==> src/rtl/hazard_pkg.sv <==
// -----------------------------------------------------------------------------
// hazard_pkg -- shared types and constants for the pipeline hazard controller.
//
// Contents:
//   hc_state_e    : controller state (RUN / MEMWAIT)
//   PCSRC_*       : encodings of the PC select output
//   MEM_TIMEOUT   : wait-counter value at which an unanswered memory access
//                   is abandoned
//   hc_ctrl_t     : bundle of all decoded control outputs
//   load_use_hit  : load-use hazard detection between ID and ID/EX
// -----------------------------------------------------------------------------
package hazard_pkg;

    typedef enum logic [0:0] {
        ST_RUN     = 1'b0,
        ST_MEMWAIT = 1'b1
    } hc_state_e;

    localparam logic [1:0] PCSRC_SEQ = 2'b00;
    localparam logic [1:0] PCSRC_BR  = 2'b01;
    localparam logic [1:0] PCSRC_JMP = 2'b10;

    localparam logic [3:0] MEM_TIMEOUT = 4'd15;

    typedef struct packed {
        logic       pc_write;
        logic       bf1_write;
        logic       bf1_flush;
        logic       bf2_flush;
        logic       bf3_flush;
        logic       freeze;
        logic [1:0] pc_src;
        logic       mem_req;
        logic       mem_err;
    } hc_ctrl_t;

    // A load in EX whose destination feeds a source of the ID instruction.
    // Register 0 is hard-wired to zero, so it never creates a dependency.
    function automatic logic load_use_hit(
        input logic       mem_read,
        input logic [4:0] dest,
        input logic [4:0] rs,
        input logic [4:0] rt,
        input logic       uses_rt
    );
        return mem_read && (dest != 5'd0) &&
               ((dest == rs) || (uses_rt && (dest == rt)));
    endfunction

endpackage

==> src/rtl/hc_sat_counter.sv <==
// -----------------------------------------------------------------------------
// hc_sat_counter -- up-counter that sticks at its maximum value.
//
// Ports:
//   clk    in   clock, rising edge
//   rst_n  in   asynchronous active-low reset, clears the count
//   en     in   increment enable
//   count  out  current count (WIDTH bits, saturates at all-ones)
// -----------------------------------------------------------------------------
module hc_sat_counter #(
    parameter int WIDTH = 16
) (
    input  logic             clk,
    input  logic             rst_n,
    input  logic             en,
    output logic [WIDTH-1:0] count
);

    // NOTE: sequential state is updated with non-blocking assignments so every
    // flop samples pre-edge values regardless of block evaluation order.
    always_ff @(posedge clk or negedge rst_n) begin
        if (!rst_n) begin
            count <= '0;
        end else if (en && (count != '1)) begin
            count <= count + WIDTH'(1);
        end
    end

endmodule

==> src/rtl/hazard_ctrl.sv <==
// -----------------------------------------------------------------------------
// hazard_ctrl -- hazard and memory-wait controller for a 5-stage pipeline.
//
// Handles control redirects (taken branch / jump resolved in MEM), load-use
// stalls between ID and EX, and stalls on a slow data memory with a timeout.
// Outputs are decoded combinationally from the state and current inputs.
//
// Ports:
//   clk_HC, rst_n_HC            clock, async active-low reset
//   rs_ID, rt_ID, usesRt_ID     ID-stage source registers / rt usage
//   MemRead_EX, rtDest_EX       load flag and destination in ID/EX
//   branch_MEM, zf_MEM, jump_MEM, MemRead_MEM, MemWrite_MEM
//                               EX/MEM control bits
//   mem_ack                     data memory completion
//   pcWrite_HC, bf1Write_HC     PC and IF/ID load enables
//   bf1Flush_HC..bf3Flush_HC    clear control bits of IF/ID, ID/EX, EX/MEM
//   freeze_HC                   hold every pipeline buffer and the PC
//   pcSrc_HC                    PC select (PCSRC_SEQ / PCSRC_BR / PCSRC_JMP)
//   mem_req_HC, memErr_HC       memory request, one-cycle timeout pulse
//   stallCnt_HC, flushCnt_HC    (only with HC_STATS_EN) saturating counts of
//                               stall cycles and redirect cycles
//
// Build option: define HC_STATS_EN to add the statistics counters.
// -----------------------------------------------------------------------------
module hazard_ctrl
    import hazard_pkg::*;
(
    input  logic       clk_HC,
    input  logic       rst_n_HC,
    input  logic [4:0] rs_ID,
    input  logic [4:0] rt_ID,
    input  logic       usesRt_ID,
    input  logic       MemRead_EX,
    input  logic [4:0] rtDest_EX,
    input  logic       branch_MEM,
    input  logic       zf_MEM,
    input  logic       jump_MEM,
    input  logic       MemRead_MEM,
    input  logic       MemWrite_MEM,
    input  logic       mem_ack,
    output logic       pcWrite_HC,
    output logic       bf1Write_HC,
    output logic       bf1Flush_HC,
    output logic       bf2Flush_HC,
    output logic       bf3Flush_HC,
    output logic       freeze_HC,
    output logic [1:0] pcSrc_HC,
    output logic       mem_req_HC,
    output logic       memErr_HC
`ifdef HC_STATS_EN
    ,
    output logic [15:0] stallCnt_HC,
    output logic [15:0] flushCnt_HC
`endif
);

    // ------------------------------------------------------------------
    // Reset synchroniser: assertion is immediate, release follows clk_HC.
    // ------------------------------------------------------------------
    logic [1:0] rst_sync_q;
    logic       rst_sync_n;

    always_ff @(posedge clk_HC or negedge rst_n_HC) begin
        if (!rst_n_HC) begin
            rst_sync_q <= 2'b00;
        end else begin
            rst_sync_q <= {rst_sync_q[0], 1'b1};
        end
    end

    assign rst_sync_n = rst_sync_q[1];

    // ------------------------------------------------------------------
    // State and wait counter
    // ------------------------------------------------------------------
    hc_state_e  state_q, state_d;
    logic [3:0] wait_cnt_q, wait_cnt_d;

    always_ff @(posedge clk_HC or negedge rst_sync_n) begin
        if (!rst_sync_n) begin
            state_q    <= ST_RUN;
            wait_cnt_q <= '0;
        end else begin
            state_q    <= state_d;
            wait_cnt_q <= wait_cnt_d;
        end
    end

    // ------------------------------------------------------------------
    // Decode
    // ------------------------------------------------------------------
    logic     redirect;
    logic     mem_access;
    logic     load_use;
    logic     mem_stall;
    hc_ctrl_t ctrl;

    assign redirect   = (branch_MEM && zf_MEM) || jump_MEM;
    assign mem_access = MemRead_MEM || MemWrite_MEM;
    assign load_use   = load_use_hit(MemRead_EX, rtDest_EX, rs_ID, rt_ID, usesRt_ID);

    // NOTE: every signal assigned in this block gets a default first, so no
    // path leaves a value unassigned and no latch is inferred.
    always_comb begin
        ctrl           = '0;
        ctrl.pc_write  = 1'b1;
        ctrl.bf1_write = 1'b1;
        ctrl.pc_src    = PCSRC_SEQ;
        mem_stall      = 1'b0;
        state_d        = state_q;
        wait_cnt_d     = wait_cnt_q;

        case (state_q)
            ST_RUN: begin
                if (redirect) begin
                    // Redirect flushes the wrong-path instructions and also
                    // cancels whatever memory access sits in EX/MEM.
                    ctrl.pc_src    = jump_MEM ? PCSRC_JMP : PCSRC_BR;
                    ctrl.bf1_flush = 1'b1;
                    ctrl.bf2_flush = 1'b1;
                    ctrl.bf3_flush = 1'b1;
                end else if (mem_access) begin
                    ctrl.mem_req = 1'b1;
                    if (!mem_ack) begin
                        mem_stall  = 1'b1;
                        state_d    = ST_MEMWAIT;
                        wait_cnt_d = '0;
                    end
                end
            end

            ST_MEMWAIT: begin
                // The pipeline is frozen here, so EX/MEM still holds the
                // memory instruction and no redirect can be pending.
                ctrl.mem_req = 1'b1;
                if (mem_ack) begin
                    state_d    = ST_RUN;
                    wait_cnt_d = '0;
                end else if (wait_cnt_q == MEM_TIMEOUT) begin
                    ctrl.mem_req = 1'b0;
                    ctrl.mem_err = 1'b1;
                    state_d      = ST_RUN;
                    wait_cnt_d   = '0;
                end else begin
                    mem_stall  = 1'b1;
                    wait_cnt_d = wait_cnt_q + 4'd1;
                end
            end

            default: begin
                state_d    = ST_RUN;
                wait_cnt_d = '0;
            end
        endcase

        // A memory freeze outranks a load-use stall. Once the freeze is
        // released the dependent instruction is still in ID, so the
        // load-use bubble is inserted in that same release cycle.
        if (mem_stall) begin
            ctrl.freeze    = 1'b1;
            ctrl.pc_write  = 1'b0;
            ctrl.bf1_write = 1'b0;
        end else if (load_use && !ctrl.bf3_flush) begin
            ctrl.pc_write  = 1'b0;
            ctrl.bf1_write = 1'b0;
            ctrl.bf2_flush = 1'b1;
        end
    end

    // ------------------------------------------------------------------
    // Outputs: forced to zero for as long as the raw reset is low.
    // ------------------------------------------------------------------
    assign pcWrite_HC  = rst_n_HC & ctrl.pc_write;
    assign bf1Write_HC = rst_n_HC & ctrl.bf1_write;
    assign bf1Flush_HC = rst_n_HC & ctrl.bf1_flush;
    assign bf2Flush_HC = rst_n_HC & ctrl.bf2_flush;
    assign bf3Flush_HC = rst_n_HC & ctrl.bf3_flush;
    assign freeze_HC   = rst_n_HC & ctrl.freeze;
    assign pcSrc_HC    = rst_n_HC ? ctrl.pc_src : PCSRC_SEQ;
    assign mem_req_HC  = rst_n_HC & ctrl.mem_req;
    assign memErr_HC   = rst_n_HC & ctrl.mem_err;

`ifdef HC_STATS_EN
    // bf3Flush is raised only by a redirect, so it marks redirect cycles.
    hc_sat_counter #(.WIDTH(16)) u_stall_cnt (
        .clk   (clk_HC),
        .rst_n (rst_sync_n),
        .en    (~ctrl.pc_write),
        .count (stallCnt_HC)
    );

    hc_sat_counter #(.WIDTH(16)) u_flush_cnt (
        .clk   (clk_HC),
        .rst_n (rst_sync_n),
        .en    (ctrl.bf3_flush),
        .count (flushCnt_HC)
    );
`endif

endmodule

==> config.mk <==
export PLATFORM = sky130hd
export DESIGN_NAME = hazard_ctrl
export DESIGN_NICKNAME = d
export VERILOG_FILES = /design/src/rtl/hazard_pkg.sv /design/src/rtl/hc_sat_counter.sv /design/src/rtl/hazard_ctrl.sv
export SDC_FILE = /design/constraint.sdc
export NUM_CORES = 1
export LEC_CHECK = 0
export CAP_MARGIN = 0
export CORE_MARGIN = 2
export CORE_UTILIZATION = 40
export CTS_BUF_LIST = sky130_fd_sc_hd__clkbuf_4
export DETAILED_ROUTE_END_ITERATION = 7
export PLACE_DENSITY = 0.88
export SLEW_MARGIN = 20
export SYNTH_ARGS = -nofsm -noshare
export SYNTH_HDL_FRONTEND = slang
export SYNTH_HIERARCHICAL = 1
export SYNTH_SLANG_ARGS = --single-unit
export TNS_END_PERCENT = 10
==> constraint.sdc <==
create_clock -name clk_HC -period 5.75 [get_ports clk_HC]
set_clock_uncertainty 0.15 [all_clocks]
set_input_delay 1.4375 -clock clk_HC [delete_from_list [all_inputs] [get_ports clk_HC]]
set_output_delay 1.4375 -clock clk_HC [all_outputs]
set_load 0.02 [all_outputs]
; ---- After elaboration in Yosys (flattened, before gate mapping)
; Cells that the tools add are included.
[totals]
register_bits = 7
latchBits = 0
mem_bits_rw = 0
mem_bits_ro = 0
input_bits = 25
out_inout_bits = 10
word_cells = 59
mem_count = 0
[op_classes]
addsub = 1
multipliers = 0
n_div = 0
magnitude_cmp = 0
eq_ne = 6
shift = 0
muxes = 29
bitwise_logic = 9
reduce_logical = 11
[ops]
columns = cell, count
row1 = 4-bit two-way mux, 5
row2 = 2-bit two-way mux, 8
row3 = 1-bit two-way mux, 11
row4 = 5-bit == test, 2
row5 = 1-bit AND, 8
row6 = 4-bit case mux with 2 select lines, 1
row7 = 3-bit two-way mux, 2
row8 = 2-bit inequality test (second input constant), 3
row9 = 1-bit logical AND, 5
row10 = 5-bit nonzero test, 1
row11 = 4-bit by 1-bit adder with 4-bit output (second input constant), 1
row12 = 4-bit == test (second input constant), 1
row13 = 1-bit case mux with 2 select lines, 2
row14 = 1-bit logical OR, 3
row15 = 3-bit AND reduction, 1
row16 = 1-bit logical NOT, 1
row17 = 1-bit inverter, 1

; ---- Depth between registers and ports, before layout
[logic_depth]
depth_word = 9
mapped_depth = 6
depth_no_buf = 5

; ---- Least setup slack after synthesis
; No wires, ideal clock.
[synth_path]
path_kind = input to output
from = input port rtDest_EX[1]
to = output port pcWrite_HC
t_arrival_ps = 2851
required_time_ps = 4163
path_slack_ps = 1312
path_stages = 5
n_path_buf = 1
cell_sequence = or4_1 > o21a_1 > o21a_1 > a21oi_1 > buf_4
[synth_via]
elab_chain_len = 8
elab_cells_between_ends = 11
classes_between = eq/ne (2) / mux (2) / bitwise (1) / reduce/logical (6)
[synth_lines]
columns = item, line
row1 = from (decl), hazard_ctrl.sv:34  ; input logic [4:0] rtDest_EX,
row2 = 5-bit == test, hazard_pkg.sv:47  ; ((dest == rs) || (uses_rt && (dest == rt)));
row3 = 1-bit logical AND, hazard_pkg.sv:47
row4 = 1-bit logical OR, hazard_pkg.sv:47
row5 = 1-bit logical AND (*), hazard_pkg.sv:46  ; return mem_read && (dest != 5'd0) &&
row6 = 1-bit logical AND (*), hazard_ctrl.sv:163  ; end else if (load_use && !ctrl.bf3_flush) begin
row7 = 2-bit two-way mux (*), hazard_ctrl.sv:163
row8 = 2-bit two-way mux (*), hazard_ctrl.sv:159  ; if (mem_stall) begin
row9 = 1-bit AND (*), hazard_ctrl.sv:173  ; assign pcWrite_HC = rst_n_HC & ctrl.pc_write;
row10 = to (decl), hazard_ctrl.sv:41  ; output logic pcWrite_HC,
; Mark *: on every way between the ends. The rest lies on a longest branch, timed or not.

; ---- Worst setup path after layout
[layout_path]
from = input port rtDest_EX[1]
to = output port bf1Write_HC
[layout_via]
elab_chain_len = 8
elab_cells_between_ends = 11
classes_between = eq/ne (2) / mux (2) / bitwise (1) / reduce/logical (6)
[layout_lines]
columns = item, line
row1 = 5-bit == test, hazard_pkg.sv:47
row2 = 1-bit logical AND, hazard_pkg.sv:47
row3 = 1-bit logical OR, hazard_pkg.sv:47
row4 = 1-bit logical AND (*), hazard_pkg.sv:46
row5 = 1-bit logical AND (*), hazard_ctrl.sv:163
row6 = 2-bit two-way mux (*), hazard_ctrl.sv:163
row7 = 2-bit two-way mux (*), hazard_ctrl.sv:159
row8 = 1-bit AND (*), hazard_ctrl.sv:174  ; assign bf1Write_HC = rst_n_HC & ctrl.bf1_write;
row9 = to (decl), hazard_ctrl.sv:42  ; output logic bf1Write_HC,
; Marks and branches as above.

==> results <==
-- worst max-delay path, cell delays in order --
cell                              delay (ns)
sky130_fd_sc_hd__clkdlybuf4s50_1        0.47
sky130_fd_sc_hd__or4_1                  0.55
sky130_fd_sc_hd__o21a_1                 0.19
sky130_fd_sc_hd__o21a_1                 0.10
sky130_fd_sc_hd__a21oi_1                0.18
sky130_fd_sc_hd__clkdlybuf4s50_1        0.64
-- kinds of logic (layout without fill, tap and decap cells) --
kind of cell | after synthesis | after routing | synth area share [%]
adder cells (fa/ha/maj) | 1 | 1 | 2.23
AO/OA/AOI/OAI | 14 | 14 | 16.5
XOR/XNOR | 11 | 11 | 17.1
other | 1 | 1 | 0.668
AND/OR/NAND/NOR | 31 | 31 | 27.6
flip-flops | 7 | 7 | 31.2
buffers and inverters | 5 | 41 | 4.68
-- cells in the mapped netlist (2+ instances only) --
cell | count | area [um2]
sky130_fd_sc_hd__a21o_1 | 2 | 15.0
sky130_fd_sc_hd__a21oi_1 | 4 | 20.0
sky130_fd_sc_hd__and2_1 | 2 | 12.5
sky130_fd_sc_hd__buf_4 | 2 | 15.0
sky130_fd_sc_hd__dfrtp_1 | 7 | 175
sky130_fd_sc_hd__inv_1 | 2 | 7.51
sky130_fd_sc_hd__nand2_1 | 10 | 37.5
sky130_fd_sc_hd__nand2b_1 | 2 | 12.5
sky130_fd_sc_hd__nand3_1 | 3 | 15.0
sky130_fd_sc_hd__nor2_1 | 5 | 18.8
sky130_fd_sc_hd__nor2b_1 | 2 | 12.5
sky130_fd_sc_hd__o21a_1 | 2 | 15.0
sky130_fd_sc_hd__o22ai_1 | 4 | 25.0
sky130_fd_sc_hd__xnor2_1 | 11 | 96.3
-- state kept, by name (all words and copies together), names as in the netlist --
signal and flops:
rst_sync_q 2, state_q 1, wait_cnt_q 4
-- metal layers --
| layer | wire length, um | vias to the layer above | GRT usage, % |
|---|---|---|---|
| met4 | 12 | 0 | 3.23 |
| met1 | 602 | 282 | 23.6 |
| met3 | 83 | 2 | 1.30 |
| li1 | - | 311 | - |
| met5 | 0 | - | 0 |
| met2 | 775 | 20 | 32.5 |
-- area by class of cell --
class                      count  area [um2]
clock buffer                   4        30.0
fill                         113         359
inverter                       2        7.51
multi-input combinational     58         360
sequential                     7         175
tap                           15        18.8
timing repair buffer          35         350
-- worst paths after layout --
kind,from,end,slack [ns],cells past startpoint
max,rtDest_EX[1],bf1Write_HC,0.59,6
min,rst_sync_q[0],rst_sync_q[1],0.20,0
max reg2reg,wait_cnt_q[0],state_q,4.30,4
min reg2reg,rst_sync_q[0],rst_sync_q[1],0.20,0
max in group asynchronous,rst_n_HC,rst_sync_q[0],3.92,1
min in group asynchronous,rst_sync_q[1],wait_cnt_q[0],0.47,1
-- metrics by stage --
step | total power, mW | hold WS [ns] | utilization (%)
floorplan | 0.0920 | -0.0959 | -
global placement | 0.122 | -0.0853 | 69.3
detailed placement | 0.124 | -0.0814 | 69.3
CTS | 0.173 | 0.205 | 72.4
global route | 0.182 | 0.211 | 72.4
finish | 0.171 | 0.201 | 72.4
-- power by group through the flow --
| stage | sequential (mW) | clock, mW | combinational, mW |
|---|---|---|---|
| after floorplan | 0.0584 | 0 | 0.0335 |
| after global placement | 0.0606 | 0 | 0.0614 |
| after detailed placement | 0.0610 | 0 | 0.0631 |
| after CTS | 0.0596 | 0.0487 | 0.0645 |
| after global routing | 0.0609 | 0.0516 | 0.0696 |
| final | 0.0597 | 0.0475 | 0.0640 |
-- what timing repair did --
item | 4_1_cts | 5_1_grt
hold buffers | 1 | 0
gates resized for setup | 0 | 0
setup buffers | 0 | 0
endpoints found under the hold margin | 5 | 0
==> results.rst <==
.. list-table::
   :header-rows: 1

   * - Metric
     - Value
   * - Antenna violation net count after detailed routing
     - 0
   * - Highest Clock Rate
     - 194 MHz
   * - Final GP Congestion
     - 0.857
   * - Post-DP Area
     - approximately 900 um2
   * - Number of antenna violations at the first check in global routing
     - 0
   * - Switching power
     - 48.9 uW
   * - Placed instance count
     - 116
   * - Clock tree root buffer cell
     - sky130_fd_sc_hd__clkbuf_4
   * - Share of power burned in combinational logic
     - 37.4%
   * - Required time worst endpoint
     - 4.16 ns
   * - Setup crit start kind
     - input pin
   * - Vias in the first global route
     - 591
   * - Initial cell density of the core
     - 43.2%
   * - Share of the clock period used by the worst path after layout
     - about 90%
   * - Die Span Y
     - 41.5 um
   * - Sequential group share of total power
     - 34.9%
   * - Crit Path Category
     - input pin to primary output
   * - RSZ-0062 raised after global routing
     - false
   * - Number of rows in the core area
     - 13
   * - Number of enable-type register cells in the synthesized netlist
     - 0
   * - Yosys synthesis warning count
     - 6
   * - Max Slew Vio Count
     - 0
   * - Syn_nets
     - 96
   * - Leading cell type in the layout, fill and taps excluded
     - sky130_fd_sc_hd__clkdlybuf4s50_1
   * - Critical Path End Type
     - primary output
   * - Proportion of power drawn by the clock network
     - between 20% and 30%
   * - Core area
     - 0.00130 mm2
   * - Diode count
     - 0
   * - Number of vias after detailed routing
     - between 600 and 700
   * - Min cycle time layout
     - 5.16 ns
   * - Internal portion of total power
     - 122 uW
   * - Non-filler cells, final
     - 121
   * - Post-detailed-route via-to-cell ratio
     - between 5 and 6
   * - Layout Area Growth over Synthesis
     - 67.7%
   * - Non-Filler Cell Area, Final
     - ~940 um2
   * - Clock transition at the registers of the reported paths
     - 0.05 ns
   * - Share of synthesized flip-flops with an asynchronous set or reset
     - 100%
   * - Primary flip-flop cell chosen by synthesis mapping
     - sky130_fd_sc_hd__dfrtp_1
   * - Flops & latches, synth
     - 7
   * - Post-Place Setup Slack
     - 0.585 ns
   * - Maximum vdd ir drop
     - approximately 0.12 mV
   * - Insertion delay to the later sink of the worst-skew pair
     - 0.24 ns
   * - Share of synthesized area occupied by flip-flops and latches
     - 31.2%
   * - Leakage power
     - 0.384 nW
   * - Detail-routed net length per standard cell
     - 12.2 um
   * - Class of the tightest hold or removal check
     - flip-flop to flip-flop
   * - Most frequent cells in the layout
     - 34 x sky130_fd_sc_hd__clkdlybuf4s50_1, 11 x sky130_fd_sc_hd__xnor2_1, 10 x sky130_fd_sc_hd__nand2_1
   * - Sinks on the clock net
     - 7
   * - Clock buffers created by TritonCTS
     - 3
   * - H-tree Lvls
     - 1
   * - Fraction of layout cells with a size suffix above 1
     - 4.72%
   * - Unique masters post-synth
     - 26
   * - Final wirelength
     - 1470 um
   * - Status
     - complete, no violations
   * - Fin. Hold Viols
     - 0
   * - Final Worst Setup Slack
     - 0.592 ns
   * - DR pass1 iterations
     - 4
   * - Number of remaining DRC errors
     - 0
   * - Clock tree from TritonCTS
     - built
   * - Final setup violation count
     - 0
   * - Buffers added on ports
     - 34
   * - Total congestion overflow after global routing
     - 0
   * - Synthesized netlist cell count
     - 70
   * - Signal arrival time at the worst endpoint
     - 3.57 ns
   * - Net count, final
     - 133
   * - Power Density
     - 182 mW/mm2
   * - Wire length of the first global-routing pass
     - between 2000 and 3000 um
   * - Aggregate global-route resource usage
     - between 15 and 20%
   * - Top fanout value on the critical path
     - 3
   * - X dimension of the die
     - 41.5 um
   * - Netlist area before placement
     - 562 um2
   * - First DRT Iteration DRCs
     - 13
   * - I/O Pins
     - 35
   * - Maximum number of pins on one net before global-route repair
     - 12
   * - Maximum capacitance violations
     - 0
   * - Area enclosed by the die boundary
     - 0.00172 mm2
   * - Setup TNS Final
     - 0 ns
   * - Fraction of power spent switching nets
     - 28.6%
   * - Clock tree buffer depth
     - 2
   * - Syn_area_per_cell
     - 8.03 um2
   * - Post-DP HPWL
     - 1260 um
Power figures use the tool's default switching activity.
